## src/rtl/afifo_rd_ptr_empty_if.sv

```systemverilog
// Read-side port bundle of the async FIFO pointer/empty stage.
// slave = pointer/empty block, master = consumer driving rd_en and the write Gray pointer.
interface afifo_rd_ptr_empty_if #(
  parameter int ADDR_WIDTH = 5
);
  logic                  rd_en;
  logic [ADDR_WIDTH:0]   wr_gray_async;
  logic [ADDR_WIDTH:0]   rd_gray;
  logic [ADDR_WIDTH-1:0] rd_addr;
  logic                  empty;
  logic                  almost_empty;
  logic [ADDR_WIDTH:0]   rd_count;
  logic                  underflow;

  modport master (
    output rd_en, wr_gray_async,
    input  rd_gray, rd_addr, empty, almost_empty, rd_count, underflow
  );

  modport slave (
    input  rd_en, wr_gray_async,
    output rd_gray, rd_addr, empty, almost_empty, rd_count, underflow
  );
endinterface

```

## src/rtl/afifo_rd_ptr_empty.sv

```systemverilog
// Async FIFO read domain: write-pointer synchronizer, read pointer, registered empty/underflow.
// Optional macro AFIFO_RD_COUNT_EN adds the Gray-to-binary converter, rd_count and almost_empty.
module afifo_rd_ptr_empty #(
  parameter int ADDR_WIDTH    = 5,
  parameter int SYNC_STAGES   = 2,
  parameter int AEMPTY_THRESH = 4
) (
  input logic                 rd_clk,
  input logic                 rd_rst_n,
  afifo_rd_ptr_empty_if.slave rif
);
  localparam int PW = ADDR_WIDTH + 1;

  if (SYNC_STAGES < 2 || SYNC_STAGES > 4) begin : g_bad_sync
    $error("afifo_rd_ptr_empty: SYNC_STAGES must be in 2..4");
  end
  if (AEMPTY_THRESH < 0 || AEMPTY_THRESH > (1 << ADDR_WIDTH)) begin : g_bad_thresh
    $error("afifo_rd_ptr_empty: AEMPTY_THRESH out of range");
  end

  function automatic logic [PW-1:0] bin2gray(input logic [PW-1:0] b);
    return (b >> 1) ^ b;
  endfunction

  // Stage p0: write Gray pointer crossing into rd_clk, plain flop chain
  logic [PW-1:0] wq_p [SYNC_STAGES];
  logic [PW-1:0] wq_sync;

  always_ff @(posedge rd_clk or negedge rd_rst_n) begin
    if (!rd_rst_n) begin
      for (int i = 0; i < SYNC_STAGES; i++) wq_p[i] <= '0;
    end else begin
      wq_p[0] <= rif.wr_gray_async;
      for (int i = 1; i < SYNC_STAGES; i++) wq_p[i] <= wq_p[i-1];
    end
  end

  assign wq_sync = wq_p[SYNC_STAGES-1];

  // Stage p1: read pointer advance and flag generation
  logic [PW-1:0] rd_bin_p1;
  logic [PW-1:0] rd_gray_p1;
  logic          empty_p1;
  logic          underflow_p1;
  logic          rd_inc;
  logic [PW-1:0] rd_bin_next;
  logic [PW-1:0] rd_gray_next;
  logic          empty_next;

  always_comb begin
    rd_inc       = rif.rd_en & ~empty_p1;
    rd_bin_next  = rd_bin_p1 + {{ADDR_WIDTH{1'b0}}, rd_inc};
    rd_gray_next = bin2gray(rd_bin_next);
    // Full-width compare: the MSB separates "empty" from "full" when the low bits match
    empty_next   = (rd_gray_next == wq_sync);
  end

  always_ff @(posedge rd_clk or negedge rd_rst_n) begin
    if (!rd_rst_n) begin
      rd_bin_p1    <= '0;
      rd_gray_p1   <= '0;
      empty_p1     <= 1'b1;
      underflow_p1 <= 1'b0;
    end else begin
      rd_bin_p1    <= rd_bin_next;
      rd_gray_p1   <= rd_gray_next;
      empty_p1     <= empty_next;
      underflow_p1 <= rif.rd_en & empty_p1;
    end
  end

  assign rif.rd_gray   = rd_gray_p1;
  assign rif.rd_addr   = rd_bin_p1[ADDR_WIDTH-1:0];
  assign rif.empty     = empty_p1;
  assign rif.underflow = underflow_p1;

`ifdef AFIFO_RD_COUNT_EN
  localparam logic [PW:0] AE_TH = AEMPTY_THRESH[PW:0];

  function automatic logic [PW-1:0] gray2bin(input logic [PW-1:0] g);
    logic [PW-1:0] b;
    b[PW-1] = g[PW-1];
    for (int i = PW - 2; i >= 0; i--) b[i] = b[i+1] ^ g[i];
    return b;
  endfunction

  logic [PW-1:0] w_bin_sync;
  logic [PW-1:0] count_next;
  logic          aempty_next;
  logic [PW-1:0] rd_count_p1;
  logic          aempty_p1;

  always_comb begin
    w_bin_sync  = gray2bin(wq_sync);
    // Uses the post-read pointer so the count agrees with empty on the same edge
    count_next  = w_bin_sync - rd_bin_next;
    aempty_next = ({1'b0, count_next} <= AE_TH);
  end

  always_ff @(posedge rd_clk or negedge rd_rst_n) begin
    if (!rd_rst_n) begin
      rd_count_p1 <= '0;
      aempty_p1   <= 1'b1;
    end else begin
      rd_count_p1 <= count_next;
      aempty_p1   <= aempty_next;
    end
  end

  assign rif.rd_count     = rd_count_p1;
  assign rif.almost_empty = aempty_p1;
`else
  assign rif.rd_count     = '0;
  assign rif.almost_empty = empty_p1;
`endif

endmodule

```

## src/flat_wrapper.sv

```systemverilog
// flat-port wrapper written by rule: the top's interface ports become plain ports
module afifo_rd_ptr_empty_flat 
#(
  parameter int ADDR_WIDTH    = 5,
  parameter int SYNC_STAGES   = 2,
  parameter int AEMPTY_THRESH = 4
)
  (rd_clk, rd_rst_n, rif_rd_en, rif_wr_gray_async, rif_rd_gray, rif_rd_addr, rif_empty, rif_almost_empty, rif_rd_count, rif_underflow);
  afifo_rd_ptr_empty_if #(.ADDR_WIDTH(ADDR_WIDTH)) rif_i ();
  input logic rd_clk;
  input logic rd_rst_n;
  input wire logic [$bits(rif_i.rd_en)-1:0] rif_rd_en;
  input wire logic [$bits(rif_i.wr_gray_async)-1:0] rif_wr_gray_async;
  output wire logic [$bits(rif_i.rd_gray)-1:0] rif_rd_gray;
  output wire logic [$bits(rif_i.rd_addr)-1:0] rif_rd_addr;
  output wire logic [$bits(rif_i.empty)-1:0] rif_empty;
  output wire logic [$bits(rif_i.almost_empty)-1:0] rif_almost_empty;
  output wire logic [$bits(rif_i.rd_count)-1:0] rif_rd_count;
  output wire logic [$bits(rif_i.underflow)-1:0] rif_underflow;
  assign rif_i.rd_en = rif_rd_en;
  assign rif_i.wr_gray_async = rif_wr_gray_async;
  assign rif_rd_gray = rif_i.rd_gray;
  assign rif_rd_addr = rif_i.rd_addr;
  assign rif_empty = rif_i.empty;
  assign rif_almost_empty = rif_i.almost_empty;
  assign rif_rd_count = rif_i.rd_count;
  assign rif_underflow = rif_i.underflow;
  afifo_rd_ptr_empty #(.ADDR_WIDTH(ADDR_WIDTH), .SYNC_STAGES(SYNC_STAGES), .AEMPTY_THRESH(AEMPTY_THRESH)) u_core (.rd_clk(rd_clk), .rd_rst_n(rd_rst_n), .rif(rif_i));
endmodule
```

## config.mk

```make
export PLATFORM = sky130hd
export DESIGN_NAME = afifo_rd_ptr_empty_flat
export DESIGN_NICKNAME = d
export VERILOG_FILES = /design/src/rtl/afifo_rd_ptr_empty_if.sv /design/src/rtl/afifo_rd_ptr_empty.sv /design/src/flat_wrapper.sv
export SDC_FILE = /design/constraint.sdc
export NUM_CORES = 1
export LEC_CHECK = 0
export CORE_UTILIZATION = 50
export CTS_BUF_LIST = sky130_fd_sc_hd__clkbuf_8
export DETAILED_ROUTE_END_ITERATION = 10
export GPL_TIMING_DRIVEN = 0
export HOLD_SLACK_MARGIN = 0.08
export PLACE_DENSITY = 0.89
export SLEW_MARGIN = 20
export SYNTH_ARGS = -nofsm -noshare
export SYNTH_HDL_FRONTEND = slang
export SYNTH_SLANG_ARGS = --single-unit
```

## constraint.sdc

```tcl
create_clock -name rd_clk -period 3.05 [get_ports rd_clk]
set_input_delay 0.7625 -clock rd_clk [delete_from_list [all_inputs] [get_ports rd_clk]]
set_output_delay 0.7625 -clock rd_clk [all_outputs]
set_load 0.1 [all_outputs]
```

==> metrics, run 1 <==
Clock Skew=~0.0026 ns; vias in the first global route=around 560; RSZ-0062 raised after global routing=false; site row count=15; GPL Wtd Cong=slightly above 0.8; Setup Viol. Count Final=0; post-synthesis sequential area ratio=0.638; GRT Overall Usage=0.164; Hold Path Cell Cnt=0; CP Max Fanout=6; initial antenna violation count=0; fmax=about 350 MHz; final hold viol count=0; CTS Buffer Depth=2; Worst Tran Pin Value=~0.97 ns; post-DP HPWL=~1100 um; Post-CTS Hold Buffers=0; Mapped Area=roughly 980 um2; syn avg cell area=~14 um2; CTS tree=built; Reg2Reg Launch Point=u_core.rif.almost_empty; Initial Util=0.551; max-slew violations=0; FF+latch count, synth=25; max cap viols=0; total wire length=between 1000 and 1500 um; RR Endpoint=u_core.rif.almost_empty; core area=1780 um2; CP Capture Type=flop; hold_sp=u_core.wq_p[11]; share of layout cells above drive strength 1=0.172; Async SR Flop Fraction=1.00; Commonest cells post-synth=24 x dfrtp_1, 10 x xor2_1, 7 x buf_4; post-layout min period=~2.8 ns; Hold/Removal Path Class=flop to flop; placed cells=between 100 and 150; Yosys warnings=0; top-count cell post-synth=dfrtp_1; post-synthesis cell type count=24; Req. time, crit path=roughly 3.2 ns; DR DRC count=0; Die X=approximately 46 um; critical path startpoint category=input port; vias per std cell=4.61; IO Port Bufs=22; Finished Layout Cells=124; die height=46.3 um; post-synth top area share=0.611; n_diodes=0; Slew headroom=0.350; DIE AREA=roughly 2100 um2; Syn Inst Count=a little under 70; FF-to-FF path depth=8; drt wl/cell=roughly 12 um; Synth Flop Type=dfrtp_1; Layout Nets=roughly 110; Worst Hold End=u_core.wq_sync[5]; post-CTS setup buffers=0; routed vias=572; I/O pin count=29; Post-synth EDFFs=0; area growth from synthesis to layout=31.8%; run status=complete, no violations; area leader, netlist=dfrtp_1; TritonCTS buffer count=3; top cells by area, synth=dfrtp_1 61%, xor2_1 8.9%, buf_4 5.4%; DR pass1 iterations=4; post-layout utilization of the core=0.726; CP arrival=approximately 3.0 ns; clock sink count=25; Worst-path clk slew=0.08 ns; CTS root buf=clkbuf_8; Routed Antenna Nets=0; # fillers=~120; First DRT Iteration DRCs=3; worst-skew pair later-pin latency=0.26 ns; first-pass GRT wire length=about 2300 um; Period Utilization, post-route=0.924; crit path from=rif_rd_en; largest net degree at the start of global routing=26; gr ovfl total=0; reg-to-reg slack, setup=roughly 0.82 ns; H-Tree Level Count=1; kind of critical path=input port to flop
cells in the final DEF, fill, tap and decap left out:
master / n
nand2_1: 2
and2_1: 1
dfstp_2: 1
nand3_1: 2
inv_1: 2
nor3_1: 1
xnor2_1: 4
ha_1: 1
nand4_1: 1
clkdlybuf4s50_1: 21
nor4_2: 1
xor2_1: 10
xnor3_2: 1
o21ai_1: 1
dfrtp_1: 24
nor2b_1: 1
ha_2: 1
and3_1: 1
a32o_1: 1
clkbuf_8: 3
a2bb2oi_1: 1
conb_1: 6
a21bo_2: 1
nor2_1: 1
mux2i_1: 1
xor2_2: 1
buf_2: 1
buf_4: 7
layer usage:
| metal | share of wire | global-route usage | up-vias |
|---|---|---|---|
| li1 | - | - | 269 |
| met4 | 0.022 | 0.118 | 0 |
| met2 | 0.52 | 0.272 | 24 |
| met1 | 0.41 | 0.178 | 275 |
| met3 | 0.041 | 0.0431 | 4 |
| met5 | 0 | 0 | - |
sequential cells by signal, indices dropped and copies added (netlist names):
name and flops:
u_core.wq_sync 6, u_core.rif.underflow 1, u_core.wq_p 6, u_core.rif.rd_gray 5, u_core.rd_bin_p1 6, u_core.rif.almost_empty 1
per-stage QoR:
stage | hold slack [ns] | setup slack (ns) | setup TNS, ns | cell area (um2)
floorplan | 0.331 | 0.560 | 0 | 1000
detailed placement | 0.337 | -0.0167 | -0.0167 | 1250
finish | 0.353 | 0.231 | 0 | 1290
global route | 0.360 | 0.0315 | 0 | 1290
global placement | 0.333 | 0.0850 | 0 | 1250
CTS | 0.356 | 0.165 | 0 | 1300
worst max-delay path: stages:
cell and delay (ns):
clkdlybuf4s50_1 0.47, nor2b_1 0.14, ha_1 0.24, ha_2 0.29, xor2_2 0.27, xor2_1 0.22, and3_1 0.18, o21ai_1 0.09
nor4_2 0.31
how the worst max path moves through the flow:
stage	slack, ns	endpoint	cells past startpoint
after global placement	0.08	u_core.rif.almost_empty	9
after CTS	0.16	u_core.rif.almost_empty	9
after global routing	0.03	u_core.rif.almost_empty	9
final	0.23	u_core.rif.almost_empty	9
after detailed placement	-0.02	u_core.rif.almost_empty	9
after floorplan	0.56	u_core.rif.almost_empty	7
cells by family after synthesis:
| group | synth area share |
|---|---|
| compound gates | 0.0344 |
| xor+xnor | 0.166 |
| fa+ha+maj | 0.0255 |
| buf+inv | 0.0573 |
| flops | 0.638 |
| mux | 0.0102 |
| other cells | 0.00382 |
| simple gates | 0.0650 |
timing repair:
action / 4_1_cts / 5_1_grt
setup endpoints to repair: 0 / 1
hold endpoints to repair: 0 / 0
gates resized for setup: 0 / 1
cell type report:
class / instances / area [um2] / area share
timing repair buffer: 22 / 215 / 0.166
clock inverter: 1 / 3.75 / 0.00290
tap: 25 / 31.3 / 0.0242
inverter: 1 / 3.75 / 0.00290
sequential: 25 / 627 / 0.484
buffer: 7 / 52.6 / 0.0406
multi-input combinational: 40 / 320 / 0.247
clock buffer: 3 / 41.3 / 0.0319
Power of run 1 is not shown: default switching activity piles up to over one toggle a cycle in this logic, so the estimate is an artifact.
==> run 2: changes to the inputs <==
Settings changed: ABC_AREA set to 1, PLACE_DENSITY 0.89 to 0.86, SKIP_LAST_GASP set to 1.
==> metrics, run 2 <==
# fillers=184 (+50%); GPL Wtd Cong=0.733 (-11%); RSZ-0062 raised after global routing=false; Period Utilization, post-route=0.928 (+0.00353); syn avg cell area=9.33 um2 (-35%); most frequent cells in the layout=32 x nand2_1, 24 x dfrtp_1, 21 x nand3_1, 21 x clkdlybuf4s50_1, 14 x inv_1; run status=complete, no violations; Async SR Flop Fraction=1.00 (unchanged); CP arrival=2.07 ns (-0.91 ns); largest net degree at the start of global routing=26 (unchanged); Synth Flop Type=dfrtp_1; Hold/Removal Path Class=flop to flop; fmax=353 MHz (-0.38%); Layout Nets=167 (+50%); top cells by area, synth=dfrtp_1 52%, nand2_1 10%, nand3_1 9.1%; Worst-path clk slew=0.08 ns (about the same); max incr delay on CP=1.12 ns (+0.65 ns); IO Port Bufs=22 (unchanged); crit-path leading delay family=buffers and inverters; area leader, netlist=dfrtp_1; Slowest cell on crit path=clkdlybuf4s50_1; Critical Path, Cell by Cell=buf_4 -> clkdlybuf4s50_1; post-DP HPWL=1430 um (+28%); drt wl/cell=9.87 um (-17%); post-CTS resize count=0 (unchanged); post-CTS setup buffers=0 (unchanged); area growth from synthesis to layout=27.5%; CP Capture Type=output pin; Sequential cell area=627 um2 (unchanged); CTS tree=built; Die X=50.1 um (+8.2%); post-synthesis sequential area ratio=0.542 (-0.0966); footprint of the multi-input gates=418 um2 (+30%); core area=2190 um2 (+23%); CTS root buf=clkbuf_8; Syn Inst Count=124 (+82%); vias per std cell=4.69 (+1.8%); Commonest cells post-synth=32 x nand2_1, 24 x dfrtp_1, 21 x nand3_1; post-layout min period=2.83 ns (+0.0108 ns); Clock Skew=0.00637 ns (+0.00375 ns); Mapped Area=1160 um2 (+18%); GRT Overall Usage=0.165 (+0.000655); site row count=17 (+2); Worst Tran Pin Value=0.967 ns (-0.00575 ns); max cap viols=0 (unchanged); DIE AREA=2510 um2 (+17%); die height=50.1 um (+8.2%); commonest non-fill, non-tap cell in the layout=nand2_1; routed vias=859 (+50%); final setup TNS=0 ns (unchanged); first-pass GRT wire length=3080 um (+31%); kind of critical path=flop to output pin; Initial Util=0.528 (-0.0226); Setup Viol. Count Final=0 (unchanged); initial antenna violation count=0 (unchanged); critical path startpoint category=flop; worst-skew pair later-pin latency=0.27 ns (about the same); H-Tree Level Count=1 (unchanged); First DRT Iteration DRCs=14 (+11); Routed Antenna Nets=0 (unchanged); post-synthesis cell type count=22 (-8.3%); DR DRC count=0 (unchanged); max-slew violations=0 (unchanged); CP Max Fanout=4 (-2); final hold viol count=0 (unchanged); Req. time, crit path=2.29 ns (-0.92 ns); TritonCTS buffer count=3 (unchanged); Bufs and invs on worst path=2 (+1); Slew headroom=0.353 (+0.00385); total wire length=1810 um (+22%); vias in the first global route=790 (+42%); I/O pin count=29 (unchanged); Post-synth EDFFs=0 (unchanged); DR pass1 iterations=4 (unchanged); top-count cell post-synth=nand2_1; clock sink count=25 (unchanged); gr ovfl total=0 (unchanged); post-synth top area share=0.519 (-0.0925); Yosys warnings=0 (unchanged); share of layout cells above drive strength 1=0.187 (+0.0154); FF+latch count, synth=25 (unchanged); Post-CTS Hold Buffers=0 (unchanged); CTS Buffer Depth=2 (unchanged); n_diodes=0 (unchanged)
[run 2: changes by cell type after synthesis, moves of 2 or more]
cell,before,now
nor2_1,1,3
nand3_1,2,21
nand2_1,2,32
nand2_2,0,4
o21ai_2,0,2
xor2_1,10,0
nand3_2,0,2
inv_1,1,14
xnor2_1,4,0
[run 2: metrics by stage]
stage | worst slack (ns) | instance area [um2] | cells | hold WS, ns | util
after detailed placement | 0.165 | 1430 | 179 | 0.336 | 0.653
after floorplan | 0.700 | 1180 | 129 | 0.331 | -
after CTS | 0.204 | 1480 | 183 | 0.355 | 0.676
final | 0.220 | 1480 | 183 | 0.353 | 0.673
after global placement | 0.208 | 1430 | 179 | 0.331 | 0.653
after global routing | 0.177 | 1480 | 183 | 0.367 | 0.673
[run 2: layer usage]
layer  GRT usage  vias up  wire, um
li1            -      439         -
met1       0.185      392       749
met2       0.296       25       946
met3      0.0185        3        77
met4      0.0952        0        32
met5           0        -         0
[run 2: layout make-up]
type | count | area share
clock buffer | 3 | 0.0280
inverter | 17 | 0.0458
buffer | 8 | 0.0433
clock inverter | 1 | 0.00509
timing repair buffer | 22 | 0.146
multi-input combinational | 79 | 0.283
sequential | 25 | 0.425
tap | 28 | 0.0237
[run 2: cell families after synthesis]
family          share of synthesized area
buf+inv                             0.114
simple gates                        0.305
flops                               0.542
other cells                       0.00324
compound gates                     0.0151
fa+ha+maj                          0.0216
[run 2: worst paths after layout]
check	depth (start not counted)	end	slack, ns	from
worst max-delay path	2	rif_empty	0.22	u_core.rif.almost_empty
worst min-delay path	0	u_core.wq_sync[1]	0.35	u_core.wq_p[7]
worst max register to register	11	u_core.rif.almost_empty	0.91	u_core.rif.almost_empty
worst min register to register	0	u_core.wq_sync[1]	0.35	u_core.wq_p[7]
max in group asynchronous	1	u_core.rif.almost_empty	2.24	rd_rst_n
min in group asynchronous	1	u_core.wq_sync[2]	0.46	rd_rst_n
[run 2: worst reg2reg max path, stage by stage, from the launching register on]
cell and delay (ns):
dfstp_2 0.57, nor2_1 0.06, ha_1 0.27, ha_1 0.38, or2_1 0.26, nand2_1 0.08
nand2_1 0.05, nand2_1 0.05, nand3_1 0.08, nor2_1 0.10, nand2_1 0.06, nor2_1 0.12
Power of run 2 is left out for the same reason.
==> run 3: changes to the inputs <==
Settings changed: CORE_MARGIN set to 1.
==> results of run 3 <==
Same layout as run 2: the final DEF is identical, and so are final timing and power.
Power of run 3 is left out for the same reason.
